--- config.mk ---
export PLATFORM = sky130hd
export DESIGN_NAME = led_shift_driver
export DESIGN_NICKNAME = d
export VERILOG_FILES = /design/src/rtl/led_pkg.sv /design/src/rtl/led_sclk_div.sv /design/src/rtl/led_shift_driver.sv
export SDC_FILE = /design/constraint.sdc
export NUM_CORES = 1
export LEC_CHECK = 0
export CAP_MARGIN = 20
export CORE_MARGIN = 2
export CORE_UTILIZATION = 56
export DETAILED_ROUTE_END_ITERATION = 8
export GPL_TIMING_DRIVEN = 0
export PLACE_DENSITY = 0.87
export SKIP_LAST_GASP = 1
export SLEW_MARGIN = 20
export SYNTH_ARGS = -nofsm -noshare
export SYNTH_HDL_FRONTEND = slang
export SYNTH_HIERARCHICAL = 1
export SYNTH_SLANG_ARGS = --single-unit
--- constraint.sdc ---
create_clock -name i_clk -period 4.2 [get_ports i_clk]
set_input_delay 1.05 -clock i_clk [delete_from_list [all_inputs] [get_ports i_clk]]
set_output_delay 1.05 -clock i_clk [all_outputs]
set_load 0.05 [all_outputs]
--- src/rtl/led_pkg.sv ---
// Shared definitions for the LED column shift driver: FSM state encoding and column count.
package led_pkg;

  localparam int LED_COLS = 28;

  typedef enum logic [1:0] {
    IDLE  = 2'd0,
    WAIT  = 2'd1,
    SHIFT = 2'd2,
    LATCH = 2'd3
  } led_state_t;

endpackage

--- src/rtl/led_sclk_div.sv ---
// Serial-clock phase generator: CLK_DIV cycles low then CLK_DIV cycles high per bit, bit_end on the last high cycle.
// Held in phase 0 (low, count cleared) whenever run is low, so every bit starts with a full low phase.
module led_sclk_div #(
  parameter int CLK_DIV = 4
) (
  input  logic clk,
  input  logic run,
  output logic phase_hi,
  output logic bit_end
);

  localparam int PW = (CLK_DIV > 1) ? $clog2(CLK_DIV) : 1;

  logic [PW-1:0] cnt;
  logic          phase_end;

  assign phase_end = (cnt == PW'(CLK_DIV - 1));
  assign bit_end   = run && phase_hi && phase_end;

  always_ff @(posedge clk) begin
    if (!run) begin
      cnt      <= '0;
      phase_hi <= 1'b0;
    end else if (phase_end) begin
      cnt      <= '0;
      phase_hi <= ~phase_hi;
    end else begin
      cnt      <= cnt + PW'(1);
    end
  end

endmodule

--- src/rtl/led_shift_driver.sv ---
// Captures a column pattern CAP_DLY cycles after each toggle edge and shifts it MSB-first into the LED chain, then latches.
// Edges arriving while busy are dropped and flagged on o_overrun; all outputs are registered.
module led_shift_driver
  import led_pkg::*;
#(
  parameter int WIDTH   = LED_COLS,
  parameter int CLK_DIV = 4,
  parameter int CAP_DLY = 10,
  parameter int LATCH_W = 2
) (
  input  logic             i_clk,
  input  logic             i_rst,
  input  logic             i_ena,
  input  logic [WIDTH-1:0] i_pattern,
  input  logic             i_toggle_sync,
  input  logic             i_head_flag,
  output logic             o_sclk,
  output logic             o_sdata,
  output logic             o_latch,
  output logic             o_oe_n,
  output logic             o_head,
  output logic             o_busy,
  output logic             o_overrun
);

  localparam int DW = $clog2(CAP_DLY + 1);
  localparam int BW = (WIDTH > 1) ? $clog2(WIDTH) : 1;
  localparam int LW = (LATCH_W > 1) ? $clog2(LATCH_W) : 1;

  led_state_t       state, state_nxt;
  logic             tog_q, ena_q, edge_det;
  logic [DW-1:0]    dly, dly_nxt;
  logic [BW-1:0]    bit_idx, bit_nxt;
  logic [LW-1:0]    lat_cnt, lat_nxt;
  logic [WIDTH-1:0] shift_reg, shift_nxt;
  logic             head_cap, head_cap_nxt, head_nxt;
  logic             run, sclk_hi, bit_end;

  assign edge_det = i_toggle_sync ^ tog_q;
  assign o_oe_n   = ~ena_q;
  assign o_sclk   = sclk_hi;
  // Reset must also stop the divider so o_sclk is low in the cycle after reset.
  assign run      = (state == SHIFT) && i_ena && !i_rst;

  led_sclk_div #(.CLK_DIV(CLK_DIV)) u_sclk_div (
    .clk      (i_clk),
    .run      (run),
    .phase_hi (sclk_hi),
    .bit_end  (bit_end)
  );

  always_comb begin
    state_nxt    = state;
    dly_nxt      = dly;
    bit_nxt      = bit_idx;
    lat_nxt      = lat_cnt;
    shift_nxt    = shift_reg;
    head_cap_nxt = head_cap;
    head_nxt     = o_head;
    if (!i_ena) begin
      state_nxt = IDLE;
    end else begin
      case (state)
        IDLE: begin
          // ena_q excludes an edge that coincides with enable rising.
          if (edge_det && ena_q) begin
            state_nxt = WAIT;
            dly_nxt   = '0;
          end
        end
        WAIT: begin
          if (dly == DW'(CAP_DLY - 1)) begin
            state_nxt    = SHIFT;
            shift_nxt    = i_pattern;
            head_cap_nxt = i_head_flag;
            bit_nxt      = BW'(WIDTH - 1);
          end else begin
            dly_nxt = dly + DW'(1);
          end
        end
        SHIFT: begin
          if (bit_end) begin
            shift_nxt = shift_reg << 1;
            if (bit_idx == '0) begin
              state_nxt = LATCH;
              lat_nxt   = '0;
              head_nxt  = head_cap;
            end else begin
              bit_nxt = bit_idx - BW'(1);
            end
          end
        end
        LATCH: begin
          if (lat_cnt == LW'(LATCH_W - 1)) state_nxt = IDLE;
          else                             lat_nxt   = lat_cnt + LW'(1);
        end
        default: state_nxt = IDLE;
      endcase
    end
  end

  always_ff @(posedge i_clk) begin
    tog_q <= i_toggle_sync;
    if (i_rst) begin
      state     <= IDLE;
      ena_q     <= 1'b0;
      dly       <= '0;
      bit_idx   <= '0;
      lat_cnt   <= '0;
      shift_reg <= '0;
      head_cap  <= 1'b0;
      o_sdata   <= 1'b0;
      o_latch   <= 1'b0;
      o_head    <= 1'b0;
      o_busy    <= 1'b0;
      o_overrun <= 1'b0;
    end else begin
      state     <= state_nxt;
      ena_q     <= i_ena;
      dly       <= dly_nxt;
      bit_idx   <= bit_nxt;
      lat_cnt   <= lat_nxt;
      shift_reg <= shift_nxt;
      head_cap  <= head_cap_nxt;
      o_sdata   <= (state_nxt == SHIFT) ? shift_nxt[WIDTH-1] : 1'b0;
      o_latch   <= (state_nxt == LATCH);
      o_head    <= head_nxt;
      o_busy    <= (state_nxt != IDLE);
      o_overrun <= i_ena && (o_overrun || (edge_det && state != IDLE));
    end
  end

endmodule
# Yosys cells after proc, flatten, opt, wreduce, memory -nomap -nowiden
# Index checks and enable logic that the tools add are counted.
[classes]
n_addsub = 4
mux = 22
n_eq_ne = 13
n_bitwise = 5
n_reduce_logical = 24
[op_table]
columns = ["op", "n"]
rows = [
  ["$mux W28", 3],
  ["$pmux W28 S2", 1],
  ["$reduce_and A4 Y1", 4],
  ["$mux W5", 3],
  ["$mux W2", 6],
  ["$eq A2 B2 Y1 const B", 5],
  ["$ne A2 B2 Y1 const B", 5],
  ["$pmux W5 S2", 1],
  ["$reduce_bool A2 Y1", 5],
  ["$mux W4", 2],
  ["$pmux W2 S4", 1],
  ["$pmux W4 S2", 1],
  ["$logic_and A1 B1 Y1", 7],
  ["$logic_not A5 Y1", 1],
  ["$reduce_and A5 Y1", 1],
  ["$sub A5 B1 Y5 const B", 1],
  ["$add A4 B1 Y4 const B", 1],
  ["$eq A4 B4 Y1 const B", 1],
  ["$not A1 Y1", 4],
  ["$reduce_or A2 Y1", 2],
  ["$mux W1", 3],
  ["$reduce_and A3 Y1", 1],
  ["$add A2 B1 Y2 const B", 1],
  ["$eq A2 B1 Y1 const B", 1],
  ["other kinds (7)", 7],
]
[word_totals]
inputBits = 33
elab_cells = 84
register_bits = 51
out_inout_bits = 7

# Longest topological paths before layout
# Gate-level depths: netlist of run 1.
[logic_depth]
word_depth = 11
mapped_depth = 11
ltp_nobuf = 8

# Hierarchy
# Netlist of run 1, hierarchy kept.
[modules_own_cells]
columns = ["mod", "n_inst", "cells_per_inst", "area_per_inst_um2", "seq_area_each_um2"]
rows = [
  ["led_shift_driver", 1, 218, 2143.3, 960.9],
  ["led_sclk_div", 1, 9, 112.6, 60.1],
]

# Worst setup path before layout of run 1
# No wires, ideal clock.
[synth_timing]
kind = "input port to flip-flop"
start = "in i_rst"
end = "reg shift_reg[1]"
path_buffers = 3
arrival_time_ns = 2.710
setup_slack_ns = 1.363
required_time_ns = 4.072
cell_stages = 11
setup_ns = 0.128
cell_sequence = "clkbuf_1 > nand2b_1 > inv_1 > and2_1 > and3_2 > mux2i_1 > a211o_1 > buf_2 > buf_6 > a222oi_1 > nor2_1"
[synth_via]
elab_chain_cells = 6
[synth_lines]
columns = ["element", "line_no", "text"]
rows = [
  ["from (decl)", "led_shift_driver.sv:12", "input logic i_rst,"],
  ["$logic_not A1 Y1", "led_shift_driver.sv:43", "assign run = (state == SHIFT) && i_ena && !i_rst;"],
  ["$logic_and A1 B1 Y1", "led_shift_driver.sv:43", ""],
  ["via run", "led_shift_driver.sv:37", "logic run, sclk_hi, bit_end;"],
  ["$logic_and A1 B1 Y1 (2 in series)", "led_sclk_div.sv:18", "assign bit_end = run && phase_hi && phase_end;"],
  ["via bit_end", "led_shift_driver.sv:37", ""],
  ["$ne A2 B2 Y1 (no source line)", "n/a", ""],
  ["$reduce_and A4 Y1 (no source line)", "n/a", ""],
  ["to (signal assigned)", "led_shift_driver.sv:123", "shift_reg <= shift_nxt;"],
  ["to (decl)", "led_shift_driver.sv:35", "logic [WIDTH-1:0] shift_reg, shift_nxt;"],
]
# The timed path passes the listed nets, and every way through them passes these cells.
# A chain may end at the register's enable or synchronous reset.

# Final worst setup path of run 1
[layout_timing]
start = "in i_ena"
end = "reg shift_reg[16]"
[layout_via]
elab_chain_cells = 6
[layout_lines]
columns = ["element", "line_no", "text"]
rows = [
  ["from (decl)", "led_shift_driver.sv:13", "input logic i_ena,"],
  ["$logic_and A1 B1 Y1 (2 in series)", "led_shift_driver.sv:43", ""],
  ["via run", "led_shift_driver.sv:37", ""],
  ["$logic_and A1 B1 Y1 (2 in series)", "led_sclk_div.sv:18", ""],
  ["via bit_end", "led_shift_driver.sv:37", ""],
  ["$ne A2 B2 Y1 (no source line)", "n/a", ""],
  ["$reduce_and A4 Y1 (no source line)", "n/a", ""],
]
# The timed path passes the listed nets, and every way through them passes these cells.

==> reports/summary.txt, run 1 <==
count of final max-slew check failures -> 0
die width -> 67.5 um
CP Launch Type -> input port
Setup Skew -> 5.63 ps
Max VDD drop -> 0.333 mV
# diodes -> 0
cts hold-fix bufs -> 0
CTS Buf Count -> 5
first-pass GRT wire length -> 8040 um
main combinational cell family by area after synthesis -> compound AO/OA/AOI/OAI gates
area share of fa/ha/maj cells after synthesis -> 5.55%
CTS Sinks -> 51
Synth cell types -> 49
port buffer count -> 38
First-pass DRT Iterations -> 8
Die Ht -> 67.5 um
Syn Area/Cell -> 9.94 um2
post-synthesis async set-or-reset flop share -> 0%
Critical Path AT -> 3560 ps
post-CTS setup buffers -> 0
dominant synthesized flop cell -> dfxtp_1
outcome -> complete, no violations
mux share of post-synthesis cell area -> 1.33%
final hold violations -> 0
Initial Util -> 57.2%
# DRC -> 0
placed cell areas -> 2700 um2
CTS tree -> done
Worst Tran Pin Value -> 632 ps
post-synth top area share -> 45.3%
Synth area leaders -> dfxtp_1 45%, a222oi_1 12%, nor2_1 5.7%
clk buf depth -> 2
warnings from Yosys -> 6
CTS clk-pin slew, worst paths -> 90 ps
RSZ-0062 raised after global routing -> false
pin count of the biggest net entering global routing -> 16
Total GRT Usage -> 23.4%
Slew HR -> 57.7%
drt wl/cell -> 15.7 um
Core Region -> 3940 um2
top-count cell post-synth -> dfxtp_1
vias in the first global route -> 1,763
WS Path Type -> input port to flop
final worst path period need -> 3370 ps
final hold slack -> 433 ps
Post-Syn Area -> 2260 um2
final setup TNS -> 0 ps
grt total ovfl -> 0
Final ANT Viol Nets -> 0
Layout area overhead -> 23.7%
Hold WC Path Type -> flop to flop
xor/xnor cell area share of the yosys netlist -> 1.16%
total number of vias -> 1,995
initial antenna violation count -> 0
Worst EP required -> 4390 ps
Lkg Pwr -> 1.13 nW
CP max FO -> 10
synth cell count leaders -> 51 x dfxtp_1, 34 x nor2_1, 26 x a222oi_1
root buffer cell -> clkbuf_8
Synth Register Bits -> 51
final setup fails -> 0
period utilisation layout -> 80.3%
initial DRC count -> 215
Post-synth EDFFs -> 0
Boundary Pins -> 40
Max-Cap Viols -> 0
max reg flops -> 28
maximum level of the CTS H-tree -> 2
fin nets -> 315
Pwr Density -> 307 nW/um2
Rows -> 23
post-synthesis cell count -> 227
vias per cell -> 6.20
Final HPWL DP -> 3540 um
GP Congestion -> 0.818
sequential fraction of the synthesis area -> 45.3%
share of layout cells above drive strength 1 -> 9.19%
Worst Setup End Kind -> flop
Finished Cell Area -> 2790 um2
Fill cells -> 298
final WL -> 5060 um
Yosys top cell by area -> dfxtp_1
post-cts resize count -> 0
Syn Nets -> 270
worst skew pair latency -> 310 ps
Synth Area in Simple Gates -> 16.7%
die footprint -> 4550 um2
fmax -> 297 MHz
Synth Area in Compound Gates -> 24.4%
-- stage by stage --
step	total power [mW]	util, %	worst slack [ps]	cells
floorplan	0.531	-	1360	227
global placement	0.571	68.5	651	315
detailed placement	0.571	68.5	569	315
CTS	0.859	70.8	902	322
global route	0.884	70.8	651	322
finish	0.855	70.8	828	322
-- kinds of logic after synthesis --
logic type,Yosys count
flops,51
buf+inv,25
fa+ha+maj,10
xor+xnor,3
mux,3
simple gates,68
compound gates,67
-- per-layer routing --
metal | routed length (um) | up-vias | global-route usage, % | part of all wire (%)
met5 | 0 | - | 0 | 0
met4 | 51 | 0 | 8.67 | 1.0
met3 | 237 | 5 | 5.50 | 4.7
met2 | 2390 | 65 | 37.4 | 47
met1 | 2380 | 960 | 30.8 | 47
li1 | - | 965 | - | -
-- layout make-up --
class                           instances  area (um2)  share of cell area (%)
Multi-Input combinational cell        151        1110                    39.7
Timing Repair Buffer                   38         380                    13.6
Buffer                                 15        88.8                    3.18
Inverter                               10        37.5                    1.35
Clock buffer                            6        82.6                    2.96
Clock inverter                          1        8.76                   0.314
Sequential cell                        51        1020                    36.6
Tap cell                               50        62.6                    2.24
-- power breakdown --
part / total [mW] / leakage [nW] / switching [mW] / internal (mW)
clock: 0.294 / 0.0477 / 0.161 / 0.133
combinational: 0.0724 / 0.674 / 0.0337 / 0.0387
sequential: 0.489 / 0.411 / 0.00277 / 0.486
-- critical path: stages --
cell	delay, ps
clkdlybuf4s50_1	470
buf_2	220
nand2b_1	100
inv_1	120
and2_1	200
and3_2	280
mux2i_1	90
a211o_1	280
buf_2	190
buf_6	160
a222oi_1	330
nor2_1	80
-- worst paths after layout --
check                           slack (ps)           endpoint         startpoint  depth (start not counted)
worst max register to register        1550      shift_reg[16]           state[0]                         11
worst min-delay path                   430  u_sclk_div/cnt[0]  u_sclk_div/cnt[0]                          1
worst max-delay path                   830      shift_reg[16]              i_ena                         12
worst min register to register         430  u_sclk_div/cnt[0]  u_sclk_div/cnt[0]                          1
-- cell usage in the layout (no fill, tap or decap), drive strengths merged, types with 4 or more instances in the layout --
cell type / count
a211oi: 5
a21oi: 9
a222oi: 26
buf: 10
clkbuf: 11
clkdlybuf4s50: 38
dfxtp: 51
ha: 10
inv: 11
nand2: 5
nor2: 34
nor2b: 4
o21ai: 6
Power figures use the tool's default switching activity.
==> inputs of run 2 (changes only) <==
Settings changed: CORE_UTILIZATION 56 to 47, PLACE_DENSITY 0.87 to 0.78.
Clock period 4.2 ns to 2.9 ns, I/O delays scaled along.
==> reports/summary.txt, run 2 (synthesis gave the netlist of run 1 again) <==
First-pass DRT Iterations -> 7
Hold WC Path Type -> flop to flop
vias per cell -> 5.93
CTS Sinks -> 51
sequential power share -> 56.9%
count of final max-slew check failures -> 0
Setup Skew -> 4.19 ps
Lkg Pwr -> 1.17 nW
Boundary Pins -> 40
Finished Cell Area -> 2850 um2
fin nets -> 319
combinational share of power -> 8.8%
CP Launch Type -> flop
worst skew pair latency -> 310 ps
root buffer cell -> clkbuf_8
die width -> 73.3 um
max reg flops -> 28
net switching power -> 284 uW
Final WS setup -> 422 ps
dpl ws -> -426 ps
Slew HR -> 60.5%
fmax -> 404 MHz
pin count of the biggest net entering global routing -> 16
final setup TNS -> 0 ps
grt total ovfl -> 0
final WL -> 4920 um
drt wl/cell -> 14.9 um
CTS clk-pin slew, worst paths -> 90 ps
die footprint -> 5370 um2
hold path start -> u_sclk_div/cnt[0]
Layout area overhead -> 26.5%
first-pass GRT wire length -> 8310 um
Die Ht -> 73.3 um
outcome -> complete, no violations
port buffer count -> 38
Total GRT Usage -> 19.8%
GP Congestion -> 0.790
final hold violations -> 0
Fill cells -> 391
CP max FO -> 10
RSZ-0062 raised after global routing -> false
Final ANT Viol Nets -> 0
Initial Util -> 48.4%
WS Path Type -> flop to flop
Int Pwr -> 959 uW
R2R setup slack -> 420 ps
slowest stage cell, crit path -> dfxtp_1
clk buf depth -> 2
Final HPWL DP -> 3590 um
vias in the first global route -> 1,826
maximum level of the CTS H-tree -> 2
placed cell areas -> 2700 um2
Core Region -> 4660 um2
cts hold-fix bufs -> 0
total number of vias -> 1,964
period utilisation layout -> 85.4%
commonest non-fill, non-tap cell in the layout -> dfxtp_1
Worst Tran Pin Value -> 588 ps
Hold EP -> u_sclk_div/cnt[0]
total power -> 1.24 mW
# DRC -> 0
fin util -> 61.2%
Critical Path AT -> 2660 ps
Hold Path Depth -> 1
Worst Setup End Kind -> flop
initial antenna violation count -> 0
Worst R2R End -> shift_reg[23]
Worst R2R Start -> state[0]
Switching Fraction -> 22.9%
Max VDD drop -> 0.262 mV
Register-to-Register Path Depth -> 11
final setup fails -> 0
initial DRC count -> 196
most frequent cells in the layout -> 51 x dfxtp_1, 37 x clkdlybuf4s50_1, 34 x nor2_1
CTS tree -> done
share of layout cells above drive strength 1 -> 11.2%
# diodes -> 0
Max-Cap Viols -> 0
final worst path period need -> 2480 ps
Rows -> 25
CTS Buf Count -> 5
Clk network pwr share -> 34.3%
Pwr Density -> 436 nW/um2
critical path, cell by cell -> inv_1, ha_1, buf_2, and2_4, and3_4, mux2i_1, a211o_1, buf_4, buf_6, a222oi_1, nor2_1
Crit path largest cell delay -> 360 ps
Worst EP required -> 3090 ps
[run 2: worst max path at each step]
stage | from | end | slack (ps)
after floorplan | i_rst | shift_reg[1] | 390
after global placement | i_ena | shift_reg[0] | -370
after detailed placement | i_ena | shift_reg[25] | -430
after CTS | i_ena | shift_reg[21] | 10
after global routing | state[0] | shift_reg[20] | 210
final | state[0] | shift_reg[23] | 420
[run 2: stage by stage]
stage / hold WS (ps) / std cells
5_1_grt: 489 / 331
3_5_place_dp: 447 / 319
6_report: 456 / 331
2_1_floorplan: 403 / 227
3_3_place_gp: 418 / 319
4_1_cts: 460 / 327
[run 2: power groups by stage]
stage               registers [mW]  logic [mW]  clock network (mW)
finish                       0.708       0.109               0.426
global route                 0.709       0.119               0.470
CTS                          0.708       0.105               0.441
detailed placement           0.724       0.104                   0
global placement             0.724       0.104                   0
floorplan                    0.726      0.0435                   0
[run 2: layer usage]
metal  GRT usage, %  vias to the layer above  wire (um)
met2           31.4                       62       2400
met1           26.4                      915       2210
met5              0                        -          0
li1               -                      979          -
met3           5.08                        8        255
met4           6.38                        0         53
[run 2: final cells by class]
class	count	area, um2	area share [%]
plain buffers	15	97.6	3.42
clock buffers	7	86.3	3.03
clock inverters	1	8.76	0.307
inverters	10	37.5	1.32
multi-input cells	151	1120	39.3
flip-flops and latches	51	1020	35.8
well taps	54	67.6	2.37
repair buffers	42	413	14.5
[run 2: worst max-delay path: cells and delay by family (launching register included)]
kind / cells / cell delay, ps
flops: 1 / 360
fa+ha+maj: 1 / 200
simple gates: 3 / 490
mux: 1 / 80
compound gates: 2 / 570
buf+inv: 4 / 660
[run 2: timing repair]
action,in CTS,in global routing
buffers inserted,0,4
resized for setup,3,6
pin swaps,0,1
endpoints found under the setup margin,21,30
==> patch, RTL diff (flow settings as in run 1) <==
Register the output `o_latch` once more, without a reset; this adds one clock of latency there. The other outputs are not delayed to match.
--- a/src/rtl/led_shift_driver.sv
+++ b/src/rtl/led_shift_driver.sv
@@ -28,2 +28,4 @@
   localparam int LW = (LATCH_W > 1) ? $clog2(LATCH_W) : 1;
+
+  logic o_latch_s0;
 
@@ -112,3 +114,3 @@
       o_sdata   <= 1'b0;
-      o_latch   <= 1'b0;
+      o_latch_s0 <= 1'b0;
       o_head    <= 1'b0;
@@ -125,3 +127,3 @@
       o_sdata   <= (state_nxt == SHIFT) ? shift_nxt[WIDTH-1] : 1'b0;
-      o_latch   <= (state_nxt == LATCH);
+      o_latch_s0 <= (state_nxt == LATCH);
       o_head    <= head_nxt;
@@ -132,2 +134,6 @@
 
+  always_ff @(posedge i_clk) begin
+    o_latch <= o_latch_s0;
+  end
+
 endmodule
Check against the original RTL: no difference found for any inputs over 10 cycles, from zero or initial values and one cycle with i_rst high; that may be too few to reach the edited logic, so the function may still have changed.
==> patch against run 1 <==
- power decreased by 0.45%
- clock power decreased by 4%
- synthesized area increased by 0.89%
- largest power group unchanged
- sequential cell count increased by 1
- via count increased by 0.25%
- cell area increased by 0.54%
- sequential share of layout area increased by 0.52 points
- worst setup slack improved by 0.0051 ns
- sequential power increased by 2%
- wire length decreased by 1.7%
==> patch: results (changes against run 1) <==
[clocking]
clkSlewWorstSetupHoldPaths_ns=0.09  ; about the same
cts_root_buf=clkbuf_8
cts_buffer_depth=2  ; unchanged
ctsResizeCount=0  ; unchanged
h-tree-depth=2  ; unchanged
clock_latency_ns=0.31  ; about the same
cts_made_buffers=5  ; unchanged

[synth]
yosys_warnings=6  ; unchanged
async_flop_share_pct=0  ; unchanged
syn_nets=271  ; +0.37%
netlist_top_cells_count=dfxtp_1 (52), nor2_1 (34), a222oi_1 (26)
synth.area.top_cells=dfxtp_1 (46%), a222oi_1 (11%), nor2_1 (5.6%), ha_1 (5.5%), a21oi_1 (1.8%)
synthDistinctLibCells=49  ; unchanged
synth-seq-area-share_pct=45.74  ; +0.48 points

[routing]
wl_per_cell_um=15.35  ; -2.3%
met2_wirelength_mm=2.392  ; about the same
drtIter0Drc=210  ; -2.3%
wl_met1_mm=2.214  ; -6.9%
first_pass_iters=6  ; -2
dr_wl_met3_um=278  ; +17%
routed.top_layer=met4
viasPerCell=6.173  ; -0.37%

[global_route]
grt_use_met2_pct=35.91  ; -1.5 points
grt_use_met1_pct=29.86  ; -0.93 points
grt_usage_pct=23.04  ; -0.40 points
gr-usage-met3_pct=6.333  ; +0.83 points
grt_max_degree=17  ; +1
grt_pass1_wl_mm=7.817  ; -2.7%
grt_pass1_vias=1706  ; -3.2%

[setup_path]
cp_slowest_stage_delay_ns=0.47  ; about the same
cpMaxStageDelayCell=clkdlybuf4s50_1
crit_fanout=10  ; unchanged

[pwr]
p_comb_share_pct=8.4
clockPowerShare_pct=33.0  ; -1.4 points
peakVddDrop_mv=0.2745  ; -17%
p_leak_nw=1.139  ; +0.53%
p_sw_w=0.0001984  ; +0.29%

[final_layout]
nets=316  ; +0.32%
largest_register_ff_count=28  ; unchanged
nFillCells=302  ; +1.3%
layout-drive-gt1-share_pct=9.124  ; -0.067 points

[min_path]
hp-class=reg -> reg

[placed_design]
pre_cts_ws_ns=0.5313  ; -0.03799 ns
place_area_mm2=0.002719  ; +0.74%
gp_congestion=0.9447  ; +15%
place_hpwl_mm=3.631  ; +2.5%

[timing]
fin_worst_skew_ns=0.008385  ; +0.002755 ns
relSlewSlack_pct=57.49  ; -0.18 points

[run_status]
outcome=finished, final reports clean

[run]
max-cap-violations=0  ; unchanged

-- patch: area by class of cell --
class                   count  area (um2)  area share, %
repair buffers             38       380.4          13.56
clock inverters             2       13.76         0.4906
well taps                  50       62.56          2.230
plain buffers              15       88.84          3.167
flip-flops and latches     52        1041          37.11
multi-input cells         151        1109          39.52
inverters                  10       37.54          1.338
clock buffers               6       72.57          2.587
-- patch: worst max-delay path: cells and delay by family --
family	cells	cell delay (ns)
buffers and inverters	5	1.16
multiplexers	1	0.10
AND/OR/NAND/NOR	4	0.65
AO/OA/AOI/OAI	2	0.61
-- patch: logic make-up (layout without fill, tap and decap cells) --
group	after synthesis	in the layout	share of synthesized area, %
AO/OA/AOI/OAI	67	67	24.19
XOR/XNOR	3	3	1.155
adder cells (fa/ha/maj)	10	10	5.498
buffers and inverters	25	71	5.552
flip-flops	52	52	45.74
multiplexers	3	3	1.319
AND/OR/NAND/NOR	68	68	16.55
-- patch: through the flow --
stage           power, W  hold WS (ns)  instances
4_1_cts        0.0008576        0.3487        324
2_1_floorplan  0.0005411        0.3096        228
5_1_grt        0.0008890        0.3601        324
3_3_place_gp   0.0005807        0.3118        316
6_report       0.0008515        0.3407        324
3_5_place_dp   0.0005815        0.3261        316
-- patch: path summary, 6_finish.rpt --
path	cells after the start	slack, ns	end	start
setup / recovery	12	0.83	shift_reg[19]$_SDFFE_PP0P_	i_ena
hold / removal	0	0.34	o_latch$_DFF_P_	o_latch_s0$_SDFF_PP0_
setup reg to reg	11	1.53	shift_reg[19]$_SDFFE_PP0P_	state[0]$_SDFF_PP0_
hold reg to reg	0	0.34	o_latch$_DFF_P_	o_latch_s0$_SDFF_PP0_
